--- config.mk ---
export PLATFORM = sky130hd
export DESIGN_NAME = nanosoc_arbiter_param
export DESIGN_NICKNAME = d
export VERILOG_FILES = /design/src/rtl/nanosoc_arbiter_param.sv
export SDC_FILE = /design/constraint.sdc
export NUM_CORES = 1
export LEC_CHECK = 0
export BUFFER_PORTS_ARGS = -buffer_cell sky130_fd_sc_hd__buf_2
export CAP_MARGIN = 10
export CELL_PAD_IN_SITES_DETAIL_PLACEMENT = 1
export CELL_PAD_IN_SITES_GLOBAL_PLACEMENT = 2
export CORE_MARGIN = 1.5
export CORE_UTILIZATION = 24
export DETAILED_ROUTE_END_ITERATION = 8
export PLACE_DENSITY_LB_ADDON = 0.05
export SETUP_SLACK_MARGIN = 0.02
export SKIP_CTS_REPAIR_TIMING = 1
export SLEW_MARGIN = 0
export SYNTH_ARGS = -nofsm -noshare
export SYNTH_HDL_FRONTEND = slang
export SYNTH_SLANG_ARGS = --single-unit
export TNS_END_PERCENT = 30
--- constraint.sdc ---
create_clock -name HCLK -period 1.1 [get_ports HCLK]
set_input_delay 0.165 -clock HCLK [delete_from_list [all_inputs] [get_ports HCLK]]
set_output_delay 0.165 -clock HCLK [all_outputs]
set_load 0.02 [all_outputs]
--- src/rtl/nanosoc_arbiter_param.sv ---
// Parametrised output-stage arbiter for one nanosoc AHB bus-matrix slave port.
// Optional early-termination hold release: define NANOSOC_ARB_EARLY_TERM_EN.
module nanosoc_arbiter_param #(
   parameter int unsigned NUM_PORTS   = 4,
   parameter int unsigned PORT_W      = 2,
   parameter int unsigned ROUND_ROBIN = 0,
   parameter int unsigned ET_LIMIT    = 2
) (
   input  logic                 HCLK,
   input  logic                 HRESETn,
   input  logic [NUM_PORTS-1:0] req_port,
   input  logic                 HREADYM,
   input  logic                 HSELM,
   input  logic [1:0]           HTRANSM,
   input  logic [2:0]           HBURSTM,
   input  logic                 HMASTLOCKM,
   output logic [PORT_W-1:0]    addr_in_port,
   output logic                 no_port,
   output logic                 burst_hold
);

   localparam logic [1:0] TRANS_IDLE   = 2'b00;
   localparam logic [1:0] TRANS_BUSY   = 2'b01;
   localparam logic [1:0] TRANS_NONSEQ = 2'b10;
   localparam logic [1:0] TRANS_SEQ    = 2'b11;

   if (NUM_PORTS < 2 || NUM_PORTS > 16) begin : g_bad_num_ports
      $error("NUM_PORTS out of range");
   end
   if (int'(PORT_W) != $clog2(NUM_PORTS)) begin : g_bad_port_w
      $error("PORT_W must equal clog2(NUM_PORTS)");
   end
   if (ET_LIMIT < 1 || ET_LIMIT > 3) begin : g_bad_et_limit
      $error("ET_LIMIT out of range");
   end

   logic [3:0]           cnt_q, cnt_d;
   logic                 hold_q, hold_d;
   logic [PORT_W-1:0]    addr_q, addr_d;
   logic                 no_port_q, no_port_d;
   logic [NUM_PORTS-1:0] cand_c;
   logic                 found_c;
   logic                 nonseq_c;

   assign nonseq_c = HSELM && (HTRANSM == TRANS_NONSEQ);

`ifdef NANOSOC_ARB_EARLY_TERM_EN
   logic [1:0] et_q, et_d;
   logic [1:0] et_inc_c;
`endif

   // Burst beat counter and hold flag
   always_comb begin
      cnt_d  = cnt_q;
      hold_d = hold_q;
      if (!HSELM || (HTRANSM == TRANS_IDLE)) begin
         cnt_d  = 4'd0;
         hold_d = 1'b0;
      end else if (HTRANSM == TRANS_NONSEQ) begin
         case (HBURSTM)
            3'b110, 3'b111: begin cnt_d = 4'd15; hold_d = 1'b1; end
            3'b100, 3'b101: begin cnt_d = 4'd7;  hold_d = 1'b1; end
            3'b010, 3'b011: begin cnt_d = 4'd3;  hold_d = 1'b1; end
            default:        begin cnt_d = 4'd0;  hold_d = 1'b0; end
         endcase
      end else if (HTRANSM == TRANS_SEQ) begin
         cnt_d = cnt_q - 4'd1;
         if (cnt_q == 4'd1) hold_d = 1'b0;
      end
`ifdef NANOSOC_ARB_EARLY_TERM_EN
      // A new NONSEQ while still holding ends the previous burst early
      et_inc_c = (et_q == 2'd3) ? 2'd3 : et_q + 2'd1;
      if (nonseq_c && hold_q && (et_inc_c == 2'(ET_LIMIT))) begin
         cnt_d  = 4'd0;
         hold_d = 1'b0;
      end
      if (!hold_d)                et_d = 2'd0;
      else if (nonseq_c && hold_q) et_d = et_inc_c;
      else                         et_d = et_q;
`endif
   end

   // Candidate vector and port selection
   always_comb begin
      addr_d    = addr_q;
      no_port_d = no_port_q;
      found_c   = 1'b0;
      for (int unsigned i = 0; i < NUM_PORTS; i++) begin
         cand_c[i] = req_port[i] |
                     ((PORT_W'(i) == addr_q) && HSELM && (HTRANSM != TRANS_IDLE));
      end
      if (HMASTLOCKM || hold_d) begin
         no_port_d = 1'b0;
      end else begin
         if (ROUND_ROBIN != 0) begin
            // Ports above the current one first, then wrap to port 0 .. current
            for (int unsigned i = 0; i < NUM_PORTS; i++) begin
               if (!found_c && cand_c[i] && (PORT_W'(i) > addr_q)) begin
                  addr_d  = PORT_W'(i);
                  found_c = 1'b1;
               end
            end
            for (int unsigned i = 0; i < NUM_PORTS; i++) begin
               if (!found_c && cand_c[i] && (PORT_W'(i) <= addr_q)) begin
                  addr_d  = PORT_W'(i);
                  found_c = 1'b1;
               end
            end
         end else begin
            for (int unsigned i = 0; i < NUM_PORTS; i++) begin
               if (!found_c && cand_c[i]) begin
                  addr_d  = PORT_W'(i);
                  found_c = 1'b1;
               end
            end
         end
         if (found_c)     no_port_d = 1'b0;
         else if (!HSELM) no_port_d = 1'b1;
      end
   end

   // State registers; everything advances only on a completed transfer
   always_ff @(posedge HCLK) begin
      if (!HRESETn) begin
         cnt_q     <= 4'd0;
         hold_q    <= 1'b0;
         addr_q    <= '0;
         no_port_q <= 1'b1;
`ifdef NANOSOC_ARB_EARLY_TERM_EN
         et_q      <= 2'd0;
`endif
      end else if (HREADYM) begin
         cnt_q     <= cnt_d;
         hold_q    <= hold_d;
         addr_q    <= addr_d;
         no_port_q <= no_port_d;
`ifdef NANOSOC_ARB_EARLY_TERM_EN
         et_q      <= et_d;
`endif
      end
   end

   assign addr_in_port = addr_q;
   assign no_port      = no_port_q;
   assign burst_hold   = hold_q;

endmodule

Word level (Yosys, flattened, before mapping) --
Cells that the tools add are included. W data, S select, Z words.
Word-level totals: flip-flop bits (word level) 8, input port bits 14, output and inout port bits 4
Cells by class: add/subtract/negate cells 1, eq/ne operators 13, mux-type cells 24, bitwise operators 5, reductions and logical operators 29
Operator list (count):
- $mux W1 | 16
- $eq A3 B3 Y1 const B | 4
- $mux W4 | 3
- $pmux W4 S3 | 1
- $logic_and A1 B1 Y1 | 11
- $mux W2 | 4
- $eq A3 B2 Y1 const B | 2
- $reduce_or A2 Y1 | 3
- $reduce_or A6 Y1 | 1
- $eq A2 B2 Y1 const A | 2
- $eq A2 B2 Y1 const B | 2
- $eq A4 B1 Y1 const B | 1
- $logic_not A1 Y1 | 4
- $logic_not A2 Y1 | 2
- $or A1 B1 Y1 | 4
- $reduce_and A2 Y1 | 2
- $reduce_bool A4 Y1 | 1
- $sub A4 B1 Y4 const B | 1
- $ne A3 B1 Y1 const B | 1
- $reduce_and A3 Y1 | 1
- $reduce_bool A3 Y1 | 1
- $eq A1 B2 Y1 const A | 1
- $logic_or A1 B1 Y1 | 2
- $reduce_bool A2 Y1 | 1
- $not A1 Y1 | 1

Depth between registers and ports, before layout --
Gate-level depths: netlist of run 1.
depth in word-level cells 21, mapped depth 6, mapped depth without buffers 6

Worst setup path before layout of run 1 --
Ideal clock, no wire load.
path type flip-flop to flip-flop, start register cnt_q[1], end register addr_q[1] (netlist: addr_in_port[1]), setup time 0.086 ns, arrival 1.108 ns, setup slack -0.094 ns, stages on the path, launching flop included 7, buffers on the path 0, clock period less this slack 1.194 ns, cells stage by stage dfxtp_1 -> inv_1 -> ha_1 -> nand4bb_1 -> nand4_1 -> and2_4 -> a211oi_1
Between the ends: word-level cells in the longest chain between the ends 8
RTL lines:
- from (decl) | RTL line 37 | logic [3:0] cnt_q, cnt_d;
- from (signal assigned) | RTL line 133 | cnt_q <= cnt_d;
- $eq A4 B1 Y1 | RTL line 68 | if (cnt_q == 4'd1) hold_d = 1'b0;
- $mux W1 | RTL line 68
- $mux W1 | RTL line 66 | end else if (HTRANSM == TRANS_SEQ) begin
- $mux W1 | RTL line 59 | end else if (HTRANSM == TRANS_NONSEQ) begin
- $mux W1 | RTL line 56 | if (!HSELM || (HTRANSM == TRANS_IDLE)) begin
- $logic_or A1 B1 Y1 | RTL line 92 | if (HMASTLOCKM || hold_d) begin
- $not A1 Y1 (no line)
- $reduce_and A3 Y1 (no line)
- to (signal assigned) | RTL line 135 | addr_q <= addr_d;
- to (decl) | RTL line 39 | logic [PORT_W-1:0] addr_q, addr_d;
No other way between the ends. A chain may end at the register's enable or synchronous reset.

Worst setup path in the final report of run 1 --
Ends and elaborated chain as after synthesis.

==> results of run 1 <==
==> stage by stage <==
step                instance area [µm²]  total power, µW  TNS, ns  util (%)
floorplan                         576.8            437.4  -0.2231         -
global placement                  795.8            542.1  -0.7861     35.97
CTS                               818.3            777.2   -1.078     36.99
finish                            859.6            782.6  -0.7048     38.86
detailed placement                795.8            543.3  -0.9990     35.97
global route                      859.6            835.5   -1.214     38.86
==> logic make-up (layout without fill, tap and decap cells) <==
family | count (synthesis) | after routing | share of synthesized area (%)
simple gates | 27 | 27 | 27.88
mux | 2 | 2 | 3.540
buf+inv | 8 | 40 | 5.529
compound gates | 23 | 23 | 28.76
flops | 8 | 8 | 28.32
xor+xnor | 1 | 1 | 1.549
fa+ha+maj | 2 | 2 | 4.424
==> critical path: cells and delay by family (launching register included) <==
| kind | cells | cell delay, ns |
|---|---|---|
| AND/OR/NAND/NOR | 3 | 0.47 |
| buffers and inverters | 1 | 0.05 |
| adder cells (fa/ha/maj) | 1 | 0.14 |
| flip-flops | 1 | 0.33 |
| AO/OA/AOI/OAI | 1 | 0.19 |
==> synth_stat cells (3+ instances only) <==
library cell | count | area share [%]
dfxtp_1 | 8 | 28
nor2_1 | 7 | 4.6
o21ai_0 | 7 | 6.2
inv_1 | 6 | 4.0
nand2_1 | 5 | 3.3
a21oi_1 | 4 | 3.5
nor2b_1 | 3 | 3.3
==> state kept, by name, summed over array words and instances (netlist names) <==
signal        count
cnt_q             4
addr_in_port      2
burst_hold        1
no_port           1
==> power groups by stage <==
stage	combinational [µW]	clock, µW	sequential, µW
final	229	236	317
after global routing	253	263	320
after CTS	220	240	317
after detailed placement	220	0	323
after global placement	220	0	322
after floorplan	106	0	331
==> layer usage <==
layer	global-route usage, %	wire [µm]
met1	21.31	914
met2	19.87	716
met5	0	0
met4	7.895	22
met3	2.011	41
==> cell type report <==
| class | instances | area [µm²] |
|---|---|---|
| fill | 277 | 1353 |
| multi-input combinational | 55 | 421.7 |
| timing repair buffer | 31 | 192.7 |
| sequential | 8 | 165.2 |
| tap | 28 | 35.03 |
| clock buffer | 3 | 22.52 |
| inverter | 6 | 22.52 |
==> cells in the final DEF (no fill, tap or decap), types with 2 or more instances in the layout <==
cell      Yosys  routed
a21oi_2       0       2
buf_4         0      15
a21oi_1       4       2
or2_2         2       2
dfxtp_1       8       6
o21a_1        2       2
inv_1         6       5
o21ai_0       7       6
clkbuf_4      0       3
nor2_1        7       7
nor2b_1       3       2
a211oi_2      0       2
a31oi_1       2       2
mux2i_1       2       2
nand3b_1      2       2
buf_2         1      16
nand2_1       5       5
==> worst min-delay path by stage <==
stage	startpoint	to	slack, ns	depth (start not counted)
2_1_floorplan	HRESETn	no_port$_SDFFE_PN1P_	0.24	1
6_report	HRESETn	no_port$_SDFFE_PN1P_	0.13	2
4_1_cts	HRESETn	no_port$_SDFFE_PN1P_	0.13	2
3_5_place_dp	HRESETn	no_port$_SDFFE_PN1P_	0.39	2
3_3_place_gp	HRESETn	no_port$_SDFFE_PN1P_	0.39	2
5_1_grt	HRESETn	no_port$_SDFFE_PN1P_	0.13	2
==> flow_metrics.env, run 1 <==
export IMPL_r2r_setup_slack_ns=-0.18
export IMPL_synthDistinctLibCells=30
export IMPL_cts_htree_levels=1
export IMPL_clk_pin_slew_worst_paths_ns=0.07
export IMPL_setup_ws_ns=-0.1835
export IMPL_endpoint="addr_in_port[1]$_SDFFE_PN0P_"
export IMPL_period_minus_slack_ns=1.284
export IMPL_synth_nets=87
export IMPL_finalHoldViolations=0
export IMPL_critical_path_max_stage_delay_ns=0.33
export IMPL_ys_seq_area_share_pct=28.32
export IMPL_drt_iter0_drc=6
export IMPL_ir_worst_vdd_mv=0.3572
export IMPL_cp_startpoint="cnt_q[1]$_SDFFE_PN0P_"
export IMPL_p_leak_uw=0.0003773
export IMPL_max_cap_violations=0
export IMPL_nets=121
export IMPL_antenna_left=0
export IMPL_die_w_um=51.55
export IMPL_ys_ff_latch=8
export IMPL_portBuffers=16
export IMPL_start_util_pct=25.57
export IMPL_finClkSkew_ns=0.009956
export IMPL_clkPwrFrac_pct=30.2
export IMPL_place_gp_congestion=0.7098
export IMPL_tightest_slew_ns=0.3623
export IMPL_clk_latency_ns=0.25
export IMPL_switchingPower_uw=236.6
export IMPL_dr_pass1_iters=4
export IMPL_period_share_pct=116.7
export IMPL_rsz0062_at_grt="true"
export IMPL_seqPwrFrac_pct=40.6
export IMPL_power_per_cell_area_mw_per_mm2=910.5
export IMPL_cp_max_fo=3
export IMPL_vias=623
export IMPL_rr_worst_depth=6
export IMPL_regToRegStartpoint="cnt_q[1]$_SDFFE_PN0P_"
export IMPL_cts_tree="done"
export IMPL_drive_above_1_share_pct=50.49
export IMPL_whs_ns=0.1316
export IMPL_crit_slowest_cell="dfxtp_2"
export IMPL_numCtsBuffers=3
export IMPL_worstPathCellList="inv_2 > ha_4 > nand4bb_1 > nand4_1 > and2_4 > a211oi_2"
export IMPL_die_area_mm2=0.002657
export IMPL_synth_edf_count=0
export IMPL_routed_wl_um=1694
export IMPL_yosys_most_used_dff="dfxtp_1"
export IMPL_comb_power_share_pct=29.3
export IMPL_grt_overflow=0
export IMPL_place_ws_ns=-0.1841
export IMPL_fmax_ghz=0.7791
export IMPL_violations="setup timing"
export IMPL_worstHoldPathType="input port to register"
export IMPL_pin_count=18
export IMPL_slew_violations=0
export IMPL_worstPathArrival_ns=1.46
export IMPL_grt_pass1_vias=597
export IMPL_crit_path_start_kind="register"
export IMPL_clkSinkCount=8
export IMPL_root_buffer="clkbuf_4"
export IMPL_syn_instance_count=71
export IMPL_num_antenna_cells=0
export IMPL_dieHeight_um=51.55
export IMPL_dp_hpwl_um=1412
export IMPL_antenna_found_initial=0
export IMPL_swShare_pct=30.23
export IMPL_syn_cell_area_um2=565.5
export IMPL_core_area_mm2=0.002212
export IMPL_route_detailed_drc=0
export IMPL_grt_max_degree=10
export IMPL_syn_mean_instance_area_um2=7.965
export IMPL_crit_type="register to register"
export IMPL_setup_violations=6
export IMPL_r2r_end="addr_in_port[1]$_SDFFE_PN0P_"
export IMPL_row_count=17
export IMPL_vias_per_cell=4.756
export IMPL_grt_pass1_wl_um=2794
export IMPL_grt_usage_pct=14.43
export IMPL_clk_path_buf_depth=2
export IMPL_ys_warn_count=0
export IMPL_critPathRequiredTime_ns=1.27
export IMPL_syn2layout_area_growth_pct=51.99
export IMPL_fin_cells=131
export IMPL_end_kind="register"
export IMPL_status="complete, but fails checks"
export IMPL_dp_cells=128
export IMPL_relSlewSlack_pct=75.59
export IMPL_wl_per_cell_um=12.93
export IMPL_async_flop_share_pct=0
export IMPL_p_int_uw=546.1
Note: power is estimated with default switching activity, not from simulation.
==> run 2, diff against run 1 <==
--- a/config.mk
+++ b/config.mk
@@ -5,12 +5,13 @@
 export SDC_FILE = /design/constraint.sdc
 export NUM_CORES = 1
 export LEC_CHECK = 0
+export ABC_AREA = 1
 export BUFFER_PORTS_ARGS = -buffer_cell sky130_fd_sc_hd__buf_2
 export CAP_MARGIN = 10
 export CELL_PAD_IN_SITES_DETAIL_PLACEMENT = 1
 export CELL_PAD_IN_SITES_GLOBAL_PLACEMENT = 2
 export CORE_MARGIN = 1.5
-export CORE_UTILIZATION = 24
+export CORE_UTILIZATION = 21
 export DETAILED_ROUTE_END_ITERATION = 8
 export PLACE_DENSITY_LB_ADDON = 0.05
 export SETUP_SLACK_MARGIN = 0.02
==> flow_metrics.env, run 2 <==
export IMPL_yosys_most_used_dff="dfxtp_1"
export IMPL_crit_type="register to register"
export IMPL_synthDistinctLibCells=21
export IMPL_cp_common_cell="nand2_2"
export IMPL_critPathRequiredTime_ns=1.26
export IMPL_async_flop_share_pct=0
export IMPL_pin_count=18
export IMPL_slew_violations=0
export IMPL_start_util_pct=21.93
export IMPL_finClkSkew_ns=0.002265
export IMPL_ys_seq_area_share_pct=26.95
export IMPL_worstPathArrival_ns=1.40
export IMPL_tightest_slew_ns=0.2035
export IMPL_wl_per_cell_um=10.16
export IMPL_layout_common_cells="nand2_1 (26), inv_1 (16), buf_2 (16), buf_4 (16), nor2_1 (15)"
export IMPL_period_minus_slack_ns=1.247
export IMPL_fmax_ghz=0.8019
export IMPL_clkSinkCount=8
export IMPL_synth_top_area_share_pct=26.95
export IMPL_dp_cells=164
export IMPL_place_ws_ns=-0.1281
export IMPL_layout_commonest_cell="nand2_1"
export IMPL_synth_nets=118
export IMPL_largest_reg_flops=4
export IMPL_antenna_left=0
export IMPL_crit_path_start_kind="register"
export IMPL_clk_pin_slew_worst_paths_ns=0.06
export IMPL_syn_instance_count=102
export IMPL_regMostFlops="cnt_q"
export IMPL_syn_mean_instance_area_um2=5.827
export IMPL_critical_path_max_stage_delay_ns=0.32
export IMPL_numCtsBuffers=3
export IMPL_netlist_top_cell_by_area="dfxtp_1"
export IMPL_path_delay_family="simple AND/OR/NAND/NOR gates"
export IMPL_route_met3_wl_um=67
export IMPL_portBuffers=16
export IMPL_clk_path_buf_depth=2
export IMPL_clk_latency_ns=0.26
export IMPL_fin_tns_setup_ns=-0.6011
export IMPL_finalHoldViolations=0
export IMPL_cts_htree_levels=1
export IMPL_grt_overflow=0
export IMPL_violations="setup timing"
export IMPL_core_area_mm2=0.002710
export IMPL_routedLengthMet1_um=920
export IMPL_cp_max_fo=3
export IMPL_p_leak_uw=0.0004863
export IMPL_dieHeight_um=56.20
export IMPL_synthTopCellsByCount="nand2_1 (31), inv_1 (18), nor2_1 (15), dfxtp_1 (8), nand3_1 (6)"
export IMPL_crit_buf_inv=2
export IMPL_grt_pass1_vias=727
export IMPL_worstPathCellList="inv_2 > ha_4 > nand2_2 > inv_2 > nand2_2 > nand2_2 > nand2_4 > a21oi_4 > nand3_2 > nand2_2 > nor2_1"
export IMPL_antenna_found_initial=0
export IMPL_setup_violations=7
export IMPL_period_share_pct=113.4
export IMPL_nets=154
export IMPL_drive_above_1_share_pct=42.65
export IMPL_worstHoldPathType="input port to register"
export IMPL_row_count=19
export IMPL_power_per_cell_area_mw_per_mm2=912.1
export IMPL_num_antenna_cells=0
export IMPL_relSlewSlack_pct=86.37
export IMPL_crit_slowest_cell="dfxtp_2"
export IMPL_max_cap_violations=0
export IMPL_ys_warn_count=0
export IMPL_routed_wl_um=1696
export IMPL_netlist_top_cells_area="dfxtp_1 (27%), nand2_1 (20%), inv_1 (11%), nor2_1 (9.5%), nand3_1 (5.1%)"
export IMPL_grt_pass1_wl_um=2904
export IMPL_dr_pass1_iters=4
export IMPL_status="complete, but fails checks"
export IMPL_die_area_mm2=0.003158
export IMPL_end_kind="register"
export IMPL_fillers=364
export IMPL_grt_usage_pct=11.97
export IMPL_drt_iter0_drc=12
export IMPL_vias=714
export IMPL_route_detailed_drc=0
export IMPL_setup_ws_ns=-0.1470
export IMPL_place_gp_congestion=0.7256
export IMPL_dp_hpwl_um=1471
export IMPL_seq_area_um2=165.2
export IMPL_syn2layout_area_growth_pct=53.68
export IMPL_ys_ff_latch=8
export IMPL_top_layer="met4"
export IMPL_rsz0062_at_grt="true"
export IMPL_yosysMostFrequentCell="nand2_1"
export IMPL_ir_worst_vdd_mv=0.4922
export IMPL_die_w_um=56.20
export IMPL_fin_cells=167
export IMPL_wl_met2_um=660
export IMPL_synth_edf_count=0
export IMPL_multiInputGateArea_um2=415.4
export IMPL_grt_max_degree=10
export IMPL_vias_per_cell=4.275
export IMPL_root_buffer="clkbuf_4"
export IMPL_cts_tree="done"
export IMPL_syn_cell_area_um2=594.3
[run 2: area by class of cell]
| class | count | area share [%] |
|---|---|---|
| well taps | 31 | 4.247 |
| clock buffers | 3 | 2.466 |
| inverters | 19 | 7.808 |
| flip-flops and latches | 8 | 18.08 |
| repair buffers | 32 | 21.92 |
| multi-input cells | 74 | 45.48 |
[run 2: routing by layer]
metal | GRT usage [%] | vias to the layer above
li1 | - | 382
met1 | 16.45 | 312
met2 | 17.14 | 15
met3 | 2.326 | 5
met4 | 7.143 | 0
met5 | 0 | -
[run 2: worst paths after layout]
path,endpoint,from,slack (ns),cells after the start
worst max-delay path,addr_in_port[1]$_SDFFE_PN0P_,cnt_q[1]$_SDFFE_PN0P_,-0.15,11
worst min-delay path,no_port$_SDFFE_PN1P_,HRESETn,0.13,2
worst max register to register,addr_in_port[1]$_SDFFE_PN0P_,cnt_q[1]$_SDFFE_PN0P_,-0.15,11
worst min register to register,cnt_q[0]$_SDFFE_PN0P_,cnt_q[0]$_SDFFE_PN0P_,0.49,2
[run 2: worst register-to-register path, stage by stage, from the launching register on]
cell	delay (ns)
dfxtp_2	0.32
inv_2	0.07
ha_4	0.13
nand2_2	0.04
inv_2	0.04
nand2_2	0.04
nand2_2	0.07
nand2_4	0.06
a21oi_4	0.19
nand3_2	0.09
nand2_2	0.06
nor2_1	0.03
[run 2: logic make-up after synthesis]
logic type	share of synthesized area, %
and+or+nand+nor	41.26
adders and majority gates	4.210
xor gates and xnor gates	1.474
buffers and inverters	12.84
DFF	26.95
AOI/OAI and AO/OA	13.26
[run 2: where the power goes]
part | internal (µW) | switching [µW] | total (µW)
clock network | 125 | 107 | 232
logic | 125 | 154 | 279
registers | 309 | 12.6 | 322
total | 560 | 273 | 833
[run 2: through the flow]
step,instance area (µm²),util (%),hold WS [ns],total power (µW)
after floorplan,605.6,-,0.2337,470.6
after global placement,839.6,30.98,0.3902,585.4
after detailed placement,839.6,30.98,0.3929,589.2
after CTS,862.1,31.81,0.1131,836.8
after global routing,913.4,33.70,0.1311,900.1
final,913.4,33.70,0.1280,833.1
==> run 3, diff against run 2 <==
--- a/config.mk
+++ b/config.mk
@@ -16,6 +16,7 @@
 export PLACE_DENSITY_LB_ADDON = 0.05
 export SETUP_SLACK_MARGIN = 0.02
 export SKIP_CTS_REPAIR_TIMING = 1
+export SKIP_LAST_GASP = 1
 export SLEW_MARGIN = 0
 export SYNTH_ARGS = -nofsm -noshare
 export SYNTH_HDL_FRONTEND = slang
==> flow_metrics.env, run 3 (synthesized netlist as in run 2, its figures left out) <==
export IMPL_drt_iter0_drc=15
export IMPL_clk_path_buf_depth=2
export IMPL_fin_tns_setup_ns=-0.6388
export IMPL_routed_wl_um=1701
export IMPL_die_w_um=56.20
export IMPL_violations="setup timing"
export IMPL_crit_type="register to register"
export IMPL_slew_violations=0
export IMPL_finalHoldViolations=0
export IMPL_root_buffer="clkbuf_4"
export IMPL_seqPwrFrac_pct=38.7
export IMPL_end_kind="register"
export IMPL_path_delay_family="simple AND/OR/NAND/NOR gates"
export IMPL_worstHoldPathType="input port to register"
export IMPL_die_area_mm2=0.003158
export IMPL_dp_hpwl_um=1471
export IMPL_row_count=19
export IMPL_worstPathArrival_ns=1.41
export IMPL_crit_path_start_kind="register"
export IMPL_core_area_mm2=0.002710
export IMPL_comb_power_share_pct=33.5
export IMPL_dr_pass1_iters=3
export IMPL_route_detailed_drc=0
export IMPL_critical_path_max_stage_delay_ns=0.32
export IMPL_power_uw=832.8
export IMPL_dp_cells=164
export IMPL_layout_commonest_cell="nand2_1"
export IMPL_place_gp_congestion=0.7256
export IMPL_layout_common_cells="nand2_1 (26), inv_1 (16), buf_2 (16), buf_4 (16), nor2_1 (15)"
export IMPL_worstPathCellList="inv_2 > ha_4 > nand2_2 > inv_2 > nand2_2 > nand2_2 > nand2_4 > a21oi_4 > nand3_2 > nand2_2 > nor2_1"
export IMPL_drive_above_1_share_pct=42.65
export IMPL_cp_common_cell="nand2_2"
export IMPL_max_cap_violations=0
export IMPL_grt_usage_pct=11.97
export IMPL_regMostFlops="cnt_q"
export IMPL_r2r_setup_slack_ns=-0.15
export IMPL_clkSinkCount=8
export IMPL_grt_max_degree=10
export IMPL_crit_slowest_cell="dfxtp_2"
export IMPL_cts_tree="done"
export IMPL_numCtsBuffers=3
export IMPL_wl_per_cell_um=10.19
export IMPL_setup_ws_ns=-0.1488
export IMPL_grt_overflow=0
export IMPL_cp_max_fo=3
export IMPL_start_util_pct=21.93
export IMPL_num_antenna_cells=0
export IMPL_swShare_pct=32.81
export IMPL_p_leak_uw=0.0004864
export IMPL_tightest_slew_ns=0.2035
export IMPL_grt_pass1_vias=727
export IMPL_critPathRequiredTime_ns=1.26
export IMPL_relSlewSlack_pct=86.37
export IMPL_antenna_left=0
export IMPL_syn2layout_area_growth_pct=53.68
export IMPL_clk_latency_ns=0.26
export IMPL_p_int_uw=559.6
export IMPL_vias_per_cell=4.257
export IMPL_vias=711
export IMPL_grt_pass1_wl_um=2904
export IMPL_rsz0062_at_grt="true"
export IMPL_largest_reg_flops=4
export IMPL_cts_htree_levels=1
export IMPL_power_per_cell_area_mw_per_mm2=911.8
export IMPL_nets=154
export IMPL_fin_cells=167
export IMPL_switchingPower_uw=273.2
export IMPL_fmax_ghz=0.8008
export IMPL_period_share_pct=113.5
export IMPL_period_minus_slack_ns=1.249
export IMPL_pin_count=18
export IMPL_status="complete, but fails checks"
export IMPL_clk_pin_slew_worst_paths_ns=0.06
export IMPL_antenna_found_initial=0
export IMPL_portBuffers=16
export IMPL_dieHeight_um=56.20
export IMPL_finClkSkew_ns=0.002247
export IMPL_clkPwrFrac_pct=27.9
export IMPL_setup_violations=7
export IMPL_ir_worst_vdd_mv=0.4922
export IMPL_crit_buf_inv=2
run 3: routing by layer:
layer	vias to the layer above	wire length, µm	GRT usage (%)
li1	382	-	-
met1	309	929	16.45
met2	15	656	17.14
met3	5	67	2.326
met4	0	47	7.143
met5	-	0	0
run 3: layout make-up:
type	instances	area [µm²]
clock buffers	3	22.52
inverters	19	71.32
fillers	364	1797
well taps	31	38.79
repair buffers	32	200.2
flip-flops and latches	8	165.2
multi-input cells	74	415.4
run 3: power groups by stage:
stage          registers [µW]  logic [µW]  clock network, µW
6_report                  322         279                232
5_1_grt                   325         310                264
4_1_cts                   321         264                253
3_5_place_dp              327         262                  0
3_3_place_gp              326         259                  0
2_1_floorplan             340         131                  0
run 3: path summary, 6_finish.rpt:
check | from | endpoint | cells after the start
min | HRESETn | no_port$_SDFFE_PN1P_ | 2
max reg2reg | cnt_q[1]$_SDFFE_PN0P_ | addr_in_port[1]$_SDFFE_PN0P_ | 11
min reg2reg | cnt_q[0]$_SDFFE_PN0P_ | cnt_q[0]$_SDFFE_PN0P_ | 2
max | cnt_q[1]$_SDFFE_PN0P_ | addr_in_port[1]$_SDFFE_PN0P_ | 11
run 3: stage by stage:
step	cell area (µm²)	utilization (%)	worst slack (ns)	hold slack (ns)
2_1_floorplan	605.6	-	-0.03985	0.2337
3_3_place_gp	839.6	30.98	-0.1189	0.3902
3_5_place_dp	839.6	30.98	-0.1281	0.3929
4_1_cts	862.1	31.81	-0.1276	0.1131
5_1_grt	913.4	33.70	-0.2342	0.1311
6_report	913.4	33.70	-0.1488	0.1287
